==> config.mk <==
export PLATFORM = sky130hd
export DESIGN_NAME = quadrant_restorer
export DESIGN_NICKNAME = d
export VERILOG_FILES = /design/src/rtl/quadrant_restorer.sv
export SDC_FILE = /design/constraint.sdc
export NUM_CORES = 1
export LEC_CHECK = 0
export CAP_MARGIN = 20
export CORE_UTILIZATION = 30
export CTS_BUF_LIST = sky130_fd_sc_hd__clkbuf_8
export CTS_CLUSTER_DIAMETER = 120
export CTS_CLUSTER_SIZE = 30
export DETAILED_ROUTE_END_ITERATION = 12
export SLEW_MARGIN = 20
export SYNTH_ARGS = -nofsm -noshare
export SYNTH_HDL_FRONTEND = slang
export SYNTH_SLANG_ARGS = --single-unit
==> constraint.sdc <==
create_clock -name clk -period 4.1 [get_ports clk]
set_input_delay 1.23 -clock clk [delete_from_list [all_inputs] [get_ports clk]]
set_output_delay 1.23 -clock clk [all_outputs]
set_load 0.01 [all_outputs]
==> src/rtl/quadrant_restorer.sv <==
// quadrant_restorer: maps first-quadrant CORDIC sin/cos back to the full angle using an in-order FIFO of quadrant tags
`ifndef DATA_WIDTH
`define DATA_WIDTH 64
`endif
module quadrant_restorer #(
  parameter int DEPTH = 4
) (
  input  logic                   clk,
  input  logic                   reset_n,
  input  logic                   en_restorer,
  input  logic                   quad_valid,
  input  logic [1:0]             quadrant,
  input  logic                   res_valid,
  input  logic [`DATA_WIDTH-1:0] sin_in,
  input  logic [`DATA_WIDTH-1:0] cos_in,
  output logic                   out_valid,
  output logic [`DATA_WIDTH-1:0] sin_out,
  output logic [`DATA_WIDTH-1:0] cos_out,
  output logic                   quad_full,
  output logic                   quad_empty,
  output logic                   err_overflow,
  output logic                   err_underflow
);
  localparam int W  = `DATA_WIDTH;
  localparam int AW = $clog2(DEPTH);
  localparam int CW = AW + 1;
  logic [1:0]    mem [DEPTH];
  logic [AW-1:0] wr_ptr, rd_ptr;
  logic [CW-1:0] count, count_nx;
  logic          push_req, pop_req, is_full, is_empty, do_push, do_pop;
  logic [1:0]    head;
  logic [W-1:0]  neg_s, neg_c, sin_nx, cos_nx;
  // A pop needs a queued tag; a push into a full FIFO only fits when a pop frees a slot the same cycle
  always_comb begin
    push_req = en_restorer & quad_valid;
    pop_req  = en_restorer & res_valid;
    is_full  = count == CW'(DEPTH);
    is_empty = count == '0;
    do_pop   = pop_req & ~is_empty;
    do_push  = push_req & (~is_full | do_pop);
    count_nx = count + CW'(do_push) - CW'(do_pop);
    head     = mem[rd_ptr];
  end
  // Quadrant restore is pure swap and sign-bit flip; zero becomes -0 on purpose
  always_comb begin
    neg_s  = {~sin_in[W-1], sin_in[W-2:0]};
    neg_c  = {~cos_in[W-1], cos_in[W-2:0]};
    sin_nx = head == 2'd0 ? sin_in : head == 2'd1 ? cos_in : head == 2'd2 ? neg_s : neg_c;
    cos_nx = head == 2'd0 ? cos_in : head == 2'd1 ? neg_s  : head == 2'd2 ? neg_c : sin_in;
  end
  // Tag storage needs no reset; only pointers and count define validity
  always_ff @(posedge clk)
    if (reset_n && do_push) mem[wr_ptr] <= quadrant;
  // Pointers wrap naturally because DEPTH is a power of two
  always_ff @(posedge clk)
    if (!reset_n) begin
      wr_ptr <= '0;
      rd_ptr <= '0;
      count  <= '0;
    end else begin
      wr_ptr <= wr_ptr + AW'(do_push);
      rd_ptr <= rd_ptr + AW'(do_pop);
      count  <= count_nx;
    end
  // Registered status, sticky errors and result outputs that hold between pops
  always_ff @(posedge clk)
    if (!reset_n) begin
      out_valid     <= 1'b0;
      sin_out       <= '0;
      cos_out       <= '0;
      quad_full     <= 1'b0;
      quad_empty    <= 1'b1;
      err_overflow  <= 1'b0;
      err_underflow <= 1'b0;
    end else begin
      out_valid     <= do_pop;
      sin_out       <= do_pop ? sin_nx : sin_out;
      cos_out       <= do_pop ? cos_nx : cos_out;
      quad_full     <= count_nx == CW'(DEPTH);
      quad_empty    <= count_nx == '0;
      err_overflow  <= err_overflow | (push_req & is_full & ~pop_req);
      err_underflow <= err_underflow | (pop_req & is_empty);
    end
endmodule

==> impl_metrics.csv <==
group,metric,value,unit
worst_setup_path,r2r_setup_slack,1360,ps
synth,synth-seq-cells,148,
die,die_area,21290,sq um
worst_setup_path,worst-setup-path-type,"in2reg",
cells_and_area,n_antenna_cell,0,
die,die_x,145.9,um
hold_path,hp-class,"reg2reg",
die,start_util,30.60,%
synth,yosys.area.top_type,"dfxtp_1",
cells_and_area,register_area,3043,sq um
clock_network,clockBufferDepth,2,
synth,synthArstFlopShare,0,%
worst_setup_path,cp_max_fo,4,
sta,period_needed,3523,ps
route,wl_per_cell,15.33,um
clock_network,post_cts_resized,0,
sta,setup_ws,576.6,ps
clock_network,clkSinkCount,148,
synth,synth_area,6212,sq um
clock_network,clkSlewWorstSetupHoldPaths,90,ps
synth,avgSynthCellArea,9.798,sq um
synth,syn-num-nets,774,
synth,synth_area_leaders,"dfxtp_1 45%, mux2i_1 21%, o21ai_0 10%, a21oi_1 10%, edfxtp_1 3.9%",
synth,ys_seq_area_share,48.98,%
placed_design,gp_congestion,0.7656,
power,cellPowerDensity,478.4,nW/um^2
synth,ys.flop_type,"dfxtp_1",
die,ios,268,
route,drc,0,
job,drv_cap,0,
route,dr_total_vias,5461,
synth,synth_most_common_cell,"dfxtp_1",
power,max-vdd-ir-drop,0.3987,mV
placed_design,pre_cts_ws,97.94,ps
synth,synth-warning-count,0,
sta,period_share,85.94,%
placed_design,dp_hpwl,11860,um
synth,synth_edf_count,8,
cells_and_area,drive_gt1_share,4.767,%
clock_network,insertion_delay,450,ps
grt,antenna_found_initial,0,
placed_design,dp_cells,1119,
worst_setup_path,rr_worst_depth,12,
synth,ys_top_cells_by_count,"140 x dfxtp_1, 128 x mux2i_1, 127 x o21ai_0",
route,drtIter0Drc,135,
grt,overflow,0,
sta,timing.fmax,0.2838,GHz
grt,grt_first_pass_wirelength,28010,um
route,drtPass1Iterations,4,
synth,synth_cell_types,28,
synth,synth_top_cell_area_share,45.12,%
sta,hold_viol,0,
power,p_leak,3.738,nW
cells_and_area,nFillCells,1963,
sta,rsz0062_at_grt,"false",
cells_and_area,num-nets-final,1008,
grt,grt_start_max_net_pins,258,
sta,maxSlewHeadroom,12.49,%
placed_design,io_buffers,267,
cells_and_area,multi_input_area,2894,sq um
die,die_height,145.9,um
clock_network,cts-htree-levels,4,
sta,fin_skew,17.06,ps
cells_and_area,layout.cells.non_filler,1151,
hold_path,holdPathStages,1,
sta,slew_violations,0,
sta,worst_pin_slew,1313,ps
clock_network,hold_buffers,0,
worst_setup_path,start_kind,"input port",
route,vias_per_cell,4.745,
clock_network,cts_tree,"built",
outcome,status,"finished clean",
clock_network,post-cts-setup-buffers,0,
synth,syn_inst,634,
worst_setup_path,required,4490,ps
grt,grt_usage,16.62,%
route,ant_nets,0,
grt,first_global_vias,5190,
clock_network,cts_buffers,17,
cells_and_area,final_util,46.57,%
clock_network,cts-root-buf,"clkbuf_8",
cells_and_area,syn_to_final_growth,52.17,%
worst_setup_path,cp.arrival,3910,ps
sta,tns,0,ps
worst_setup_path,cp-end-kind,"flop",
route,routed_wl,17650,um
die,core,20300,sq um
sta,setup_violations,0,
die,rows,52,
## final cells by class
cell class / count / share of cell area (%)
Sequential cell: 148 / 32.19
Multi-Input combinational cell: 423 / 30.62
Timing Repair Buffer: 272 / 28.91
Tap cell: 270 / 3.574
Clock buffer: 18 / 2.621
Clock inverter: 14 / 1.853
Inverter: 6 / 0.2383
## cell families after synthesis
| logic type | Yosys count | share of synthesized area, % |
|---|---|---|
| compound gates | 258 | 21.03 |
| flops | 148 | 48.98 |
| mux | 130 | 21.35 |
| buf+inv | 63 | 4.652 |
| simple gates | 25 | 2.155 |
| xor+xnor | 5 | 0.7049 |
| fa+ha+maj | 5 | 1.128 |
## registers in the layout, indices dropped and copies added, names as in the netlist
signal,cells
quad_full,1
sin_out,64
rd_ptr,2
quad_empty,1
count,3
wr_ptr,2
err_underflow,1
err_overflow,1
out_valid,1
mem,8
cos_out,64
## worst max-delay path, cell delays in order
cell and delay [ps]:
clkdlybuf4s50_1 450, or4b_2 630, nor2b_1 200, inv_1 70
ha_1 210, inv_1 50, ha_1 130, inv_1 50
fa_1 370, xnor2_1 180, xnor2_1 150, nand2_1 90
nor2_1 110
## layer usage
layer / global-route usage [%] / up-vias / wire length, um
li1: - / 2802 / -
met3: 7.492 / 16 / 1829
met2: 25.62 / 207 / 7611
met1: 20.34 / 2436 / 7906
met5: 0 / - / 0
met4: 6.000 / 0 / 298
## through the flow
step | hold WS, ps | total power, mW | area [sq um]
final | 476.7 | 4.522 | 9453
after global placement | 460.5 | 3.334 | 9030
after floorplan | 505.0 | 2.590 | 6212
after CTS | 483.5 | 4.594 | 9453
after global routing | 499.0 | 4.811 | 9453
after detailed placement | 460.6 | 3.338 | 9030
## layout by cell type (no fill, tap or decap)
cell             netlist  routed
clkdlybuf4s50_1        0     266
dfxtp_1              140     140
mux2i_1              128     128
o21ai_0              127     127
a21oi_1              126     126
clkbuf_8               0      18
edfxtp_1               8       8
nor2_1                 7       7
inv_1                  6       6
nand2_1                4       4
and2_1                 4       4
xnor2_1                4       4
ha_1                   4       4
inv_6                  0       4
buf_4                 14       4
bufinv_16              0       3
clkinvlp_4             0       3
nor3b_1                2       2
nor3_1                 2       2
nand2b_1               2       2
clkinv_2               0       2
clkinv_4               0       2
buf_12                 0       2
o311a_4                0       1
or4b_2                 1       1
nor2b_1                1       1
and4_1                 1       1
mux4_4                 0       1
mux4_2                 2       1
xor2_1                 1       1
a211oi_1               1       1
nand3_1                1       1
o221ai_1               1       1
o21a_1                 1       1
a31oi_1                1       1
fa_1                   1       1
## final timing paths
path / from / endpoint
worst max-delay path: res_valid / quad_full
worst min register to register: err_overflow / err_overflow
worst min-delay path: err_overflow / err_overflow
worst max register to register: count[1] / quad_full
## report_power, final
| group | switching, mW | internal, mW | total [mW] |
|---|---|---|---|
| clock | 0.599 | 0.626 | 1.22 |
| sequential | 0.129 | 1.70 | 1.83 |
| combinational | 0.678 | 0.786 | 1.46 |
Power figures use the tool's default switching activity.
==> RTL edit 1 (config.mk and constraints unchanged) <==
Set the parameter `DEPTH` to 8 (it was 4).
--- a/src/rtl/quadrant_restorer.sv
+++ b/src/rtl/quadrant_restorer.sv
@@ -4,5 +4,5 @@
 `endif
 module quadrant_restorer #(
-  parameter int DEPTH = 4
+  parameter int DEPTH = 8
 ) (
   input  logic                   clk,
Behaviour: not the same (Yosys sat finds a counterexample within 10 cycles, from zero or initial values and one cycle with reset_n low).
==> RTL edit 1 against the original RTL <==
Cell area up 12%. Sequential cell count increased by 11. Worst setup slack improved by 310 ps. Routed wire length increased by 9.3%. Total power rose by 15%. Count of clock-buffer cells in the layout down 1. Area after synthesis is 17% higher. Die area is 17% higher. Critical path type unchanged. Critical endpoint is now quad_empty.
==> RTL edit 1: results (changes against the original RTL) <==
worst_setup_path:
  r2r_setup_slack_ps: 1290  # -70 ps
  r2r-start: "count[2]"
  max_stage_delay_ps: 500  # -130 ps
  cp_slowest_cell: "clkdlybuf4s50_1"
  path_max_fanout: 3  # -1
  timing.rr.end: "quad_empty"
logic_synthesis:
  syn-num-nets: 820  # +5.9%
  syn_area_per_cell_um2: 10.75  # +9.7%
  synth_area_leaders: "dfxtp_1, mux2i_1, o211a_1"
  yosys-top-cells-count: "dfxtp_1, nand2_1, mux2i_1"
  yosysSeqAreaShare_pct: 45.99  # -3.0 points
  synth_cell_types: 29  # +3.6%
place:
  post_dp_cell_area_mm2: 0.01012  # +12%
  dp.cells: 1210  # +8.1%
  dp_hpwl_um: 13040  # +10%
  place_congestion: 0.6950  # -9.2%
grt:
  grt_pass1_vias: 5561  # +7.1%
  grt_first_pass_wirelength_um: 29440  # +5.1%
  grt_max_degree: 259  # +0.39%
final_layout:
  nNetsFinal: 1054  # +4.6%
  top_regs: "cos_out x64, sin_out x64, mem x16"
  fin_cells: 1242  # +7.9%
  drive_above_1_share_pct: 5.200  # +0.43 points
route:
  vias_per_cell: 4.711  # -0.71%
  dr.pass1.iters: 6  # +2
  totalWireLength_um: 19290  # +9.3%
  drt_iter0_drc: 256  # +90%
status:
  status: "completed"
pwr:
  irDropWorstVdd_v: 0.0003750  # -5.9%
  leakagePower_nw: 5.443  # +46%
sta:
  tightest_slew_ps: 1059  # -253.3 ps
  post-route-period-util_pct: 78.40  # -7.5 points
## RTL edit 1: cell types whose count changed after synthesis, moves of 3 or more
cell	delta
nand2_1	+129
o211a_1	+126
o21ai_0	-124
a21oi_1	-122
buf_4	-14
buf_6	+14
edfxtp_1	+8
and2_1	+6
ha_1	+4
dfxtp_1	+3
## RTL edit 1: where the power goes
group | internal, mW | switching, mW | leakage [nW]
sequential | 1.86 | 0.149 | 1.31
clock | 0.635 | 0.689 | 0.225
combinational | 1.02 | 0.836 | 3.90
total | 3.51 | 1.67 | 5.44
## RTL edit 1: worst min-delay path by stage
stage / to / startpoint / slack (ps) / cells after the start
after global routing: err_underflow / err_underflow / 500 / 1
after global placement: err_overflow / err_overflow / 450 / 1
after floorplan: err_underflow / err_underflow / 510 / 1
final: err_overflow / err_overflow / 470 / 1
after CTS: err_overflow / err_overflow / 480 / 1
after detailed placement: err_overflow / err_overflow / 450 / 1
## RTL edit 1: layout make-up
cell class	instances	area (um2)
Clock buffer	17	234.0
Clock inverter	15	205.2
Fill cell	2312	13050
Inverter	7	26.28
Multi-Input combinational cell	451	3592
Sequential cell	159	3343
Tap cell	319	399.1
Timing Repair Buffer	274	2760
## RTL edit 1: worst max-delay path, delay by kind of cell
| kind | cells | cell delay, ps |
|---|---|---|
| compound gates | 2 | 400 |
| xor+xnor | 1 | 150 |
| fa+ha+maj | 2 | 530 |
| buf+inv | 2 | 550 |
| simple gates | 4 | 760 |
## RTL edit 1: cell families after synthesis
family | count (synthesis) | synth area share, %
buffers and inverters | 66 | 4.871
AO/OA/AOI/OAI | 137 | 18.23
flip-flops | 159 | 45.99
AND/OR/NAND/NOR | 164 | 9.226
multiplexers | 134 | 19.19
XOR/XNOR | 7 | 0.8434
adder cells (fa/ha/maj) | 9 | 1.652
## RTL edit 1: routing by layer
metal  GRT usage, %  up-vias  wire length [um]
met1          17.75     2752              8317
met2          25.32      184              8876
li1               -     2899                 -
met5              0        -                 0
met4          4.346        0               241
met3          7.200       16              1849
==> RTL edit 2 (config.mk and constraints unchanged) <==
Made on the original files. Register the output `err_underflow` once more, cleared by the reset; this adds one clock of latency there. The other outputs are not delayed to match.
--- a/src/rtl/quadrant_restorer.sv
+++ b/src/rtl/quadrant_restorer.sv
@@ -25,4 +25,6 @@
   localparam int AW = $clog2(DEPTH);
   localparam int CW = AW + 1;
+
+  logic err_underflow_s0;
   logic [1:0]    mem [DEPTH];
   logic [AW-1:0] wr_ptr, rd_ptr;
@@ -72,5 +74,5 @@
       quad_empty    <= 1'b1;
       err_overflow  <= 1'b0;
-      err_underflow <= 1'b0;
+      err_underflow_s0 <= 1'b0;
     end else begin
       out_valid     <= do_pop;
@@ -80,6 +82,14 @@
       quad_empty    <= count_nx == '0;
       err_overflow  <= err_overflow | (push_req & is_full & ~pop_req);
-      err_underflow <= err_underflow | (pop_req & is_empty);
+      err_underflow_s0 <= err_underflow_s0 | (pop_req & is_empty);
     end
+  always_ff @(posedge clk) begin
+    if (!reset_n) begin
+      err_underflow <= '0;
+    end else begin
+      err_underflow <= err_underflow_s0;
+    end
+  end
+
 endmodule
 
Function: changed (a bounded check fails within 4 cycles, from zero or initial values and one cycle with reset_n low).
==> RTL edit 2 against the original RTL <==
Global-route usage increased by 0.075 points. Routed wire length is 1.3% higher. Non-clock buffer count down 1. Cell area fell by 0.41%. Total power fell by 3.6%. Register-to-register slack got worse by 20 ps. Sequential cell count up 1. Die area increased by 0.42%. Synthesized cell count rose by 0.32%. Area after synthesis rose by 0.42%. Critical path depth unchanged. Worst setup slack worse by 32 ps.
==> RTL edit 2: results (changes against the original RTL) <==
logic_synthesis:
  syn_area_per_cell_um2: 9.809  # +0.11%
  yosys-top-cells-count: "dfxtp_1, mux2i_1, o21ai_0"
  synth_cells: 636  # +0.32%
  syn-num-nets: 776  # +0.26%
  synth_area_leaders: "dfxtp_1, mux2i_1, o21ai_0"
  yosysSeqAreaShare_pct: 49.10  # +0.11 points
final_layout:
  clkCellAreaFrac_pct: 3.748  # -0.73 points
  buffers: 271  # -0.37%
  multi_input_area_share_pct: 30.81  # +0.19 points
  n_clock_buffer: 17  # -1
  nNetsFinal: 1009  # +0.099%
  bufAreaShareNonClock_pct: 29.08  # +0.17 points
  multi_input_comb_cells: 424  # +0.24%
  fillers: 1991  # +1.4%
worst_setup_path:
  timing.rr.end: "quad_full"
  cp-startpoint: "res_valid"
  r2r_setup_slack_ps: 1340  # -20 ps
  crit_arrival_ps: 3940  # +30 ps
grt:
  grt_first_pass_wirelength_um: 28180  # +0.59%
  grt.total_usage_pct: 16.69  # +0.075 points
  grt_pass1_vias: 5267  # +1.5%
place:
  pre_cts_slack_ps: 83.45  # -14.49 ps
  dp.cells: 1120  # +0.089%
  place_congestion: 0.7900  # +3.2%
  dp_hpwl_um: 11970  # +0.96%
sta:
  tightest_slew_ps: 972.4  # -340.2 ps
  hold_ws_ps: 481.0  # +4.360 ps
  post-route-period-util_pct: 86.72  # +0.78 points
pwr:
  irDropWorstVdd_v: 0.0003119  # -22%
  cellPowerDensity_mw_per_mm2: 462.9  # -3.2%
  leakagePower_nw: 3.713  # -0.67%
status:
  status: "completed"
route:
  drt_iter0_drc: 206  # +53%
  vias: 5518  # +1.0%
RTL edit 2: power by group:
group	leakage [nW]	total (mW)	internal [mW]	switching (mW)
Clock	0.171	1.05	0.431	0.618
Combinational	2.32	1.47	0.784	0.684
Sequential	1.22	1.84	1.71	0.125
RTL edit 2: metal layers:
metal	share of wire, %	global-route usage (%)	vias up
met1	46	21.26	2520
met2	45	26.10	192
li1	-	-	2787
met5	0	0	-
met3	7.9	6.344	19
met4	1.4	5.000	0
RTL edit 2: cell families (layout without fill, tap and decap cells):
| logic type | Yosys count | after routing | share of synthesized area (%) |
|---|---|---|---|
| flip-flops | 149 | 149 | 49.10 |
| AND/OR/NAND/NOR | 26 | 26 | 2.246 |
| multiplexers | 130 | 130 | 21.26 |
| adder cells (fa/ha/maj) | 5 | 5 | 1.123 |
| XOR/XNOR | 5 | 5 | 0.7019 |
| buffers and inverters | 63 | 309 | 4.633 |
| AO/OA/AOI/OAI | 258 | 258 | 20.94 |
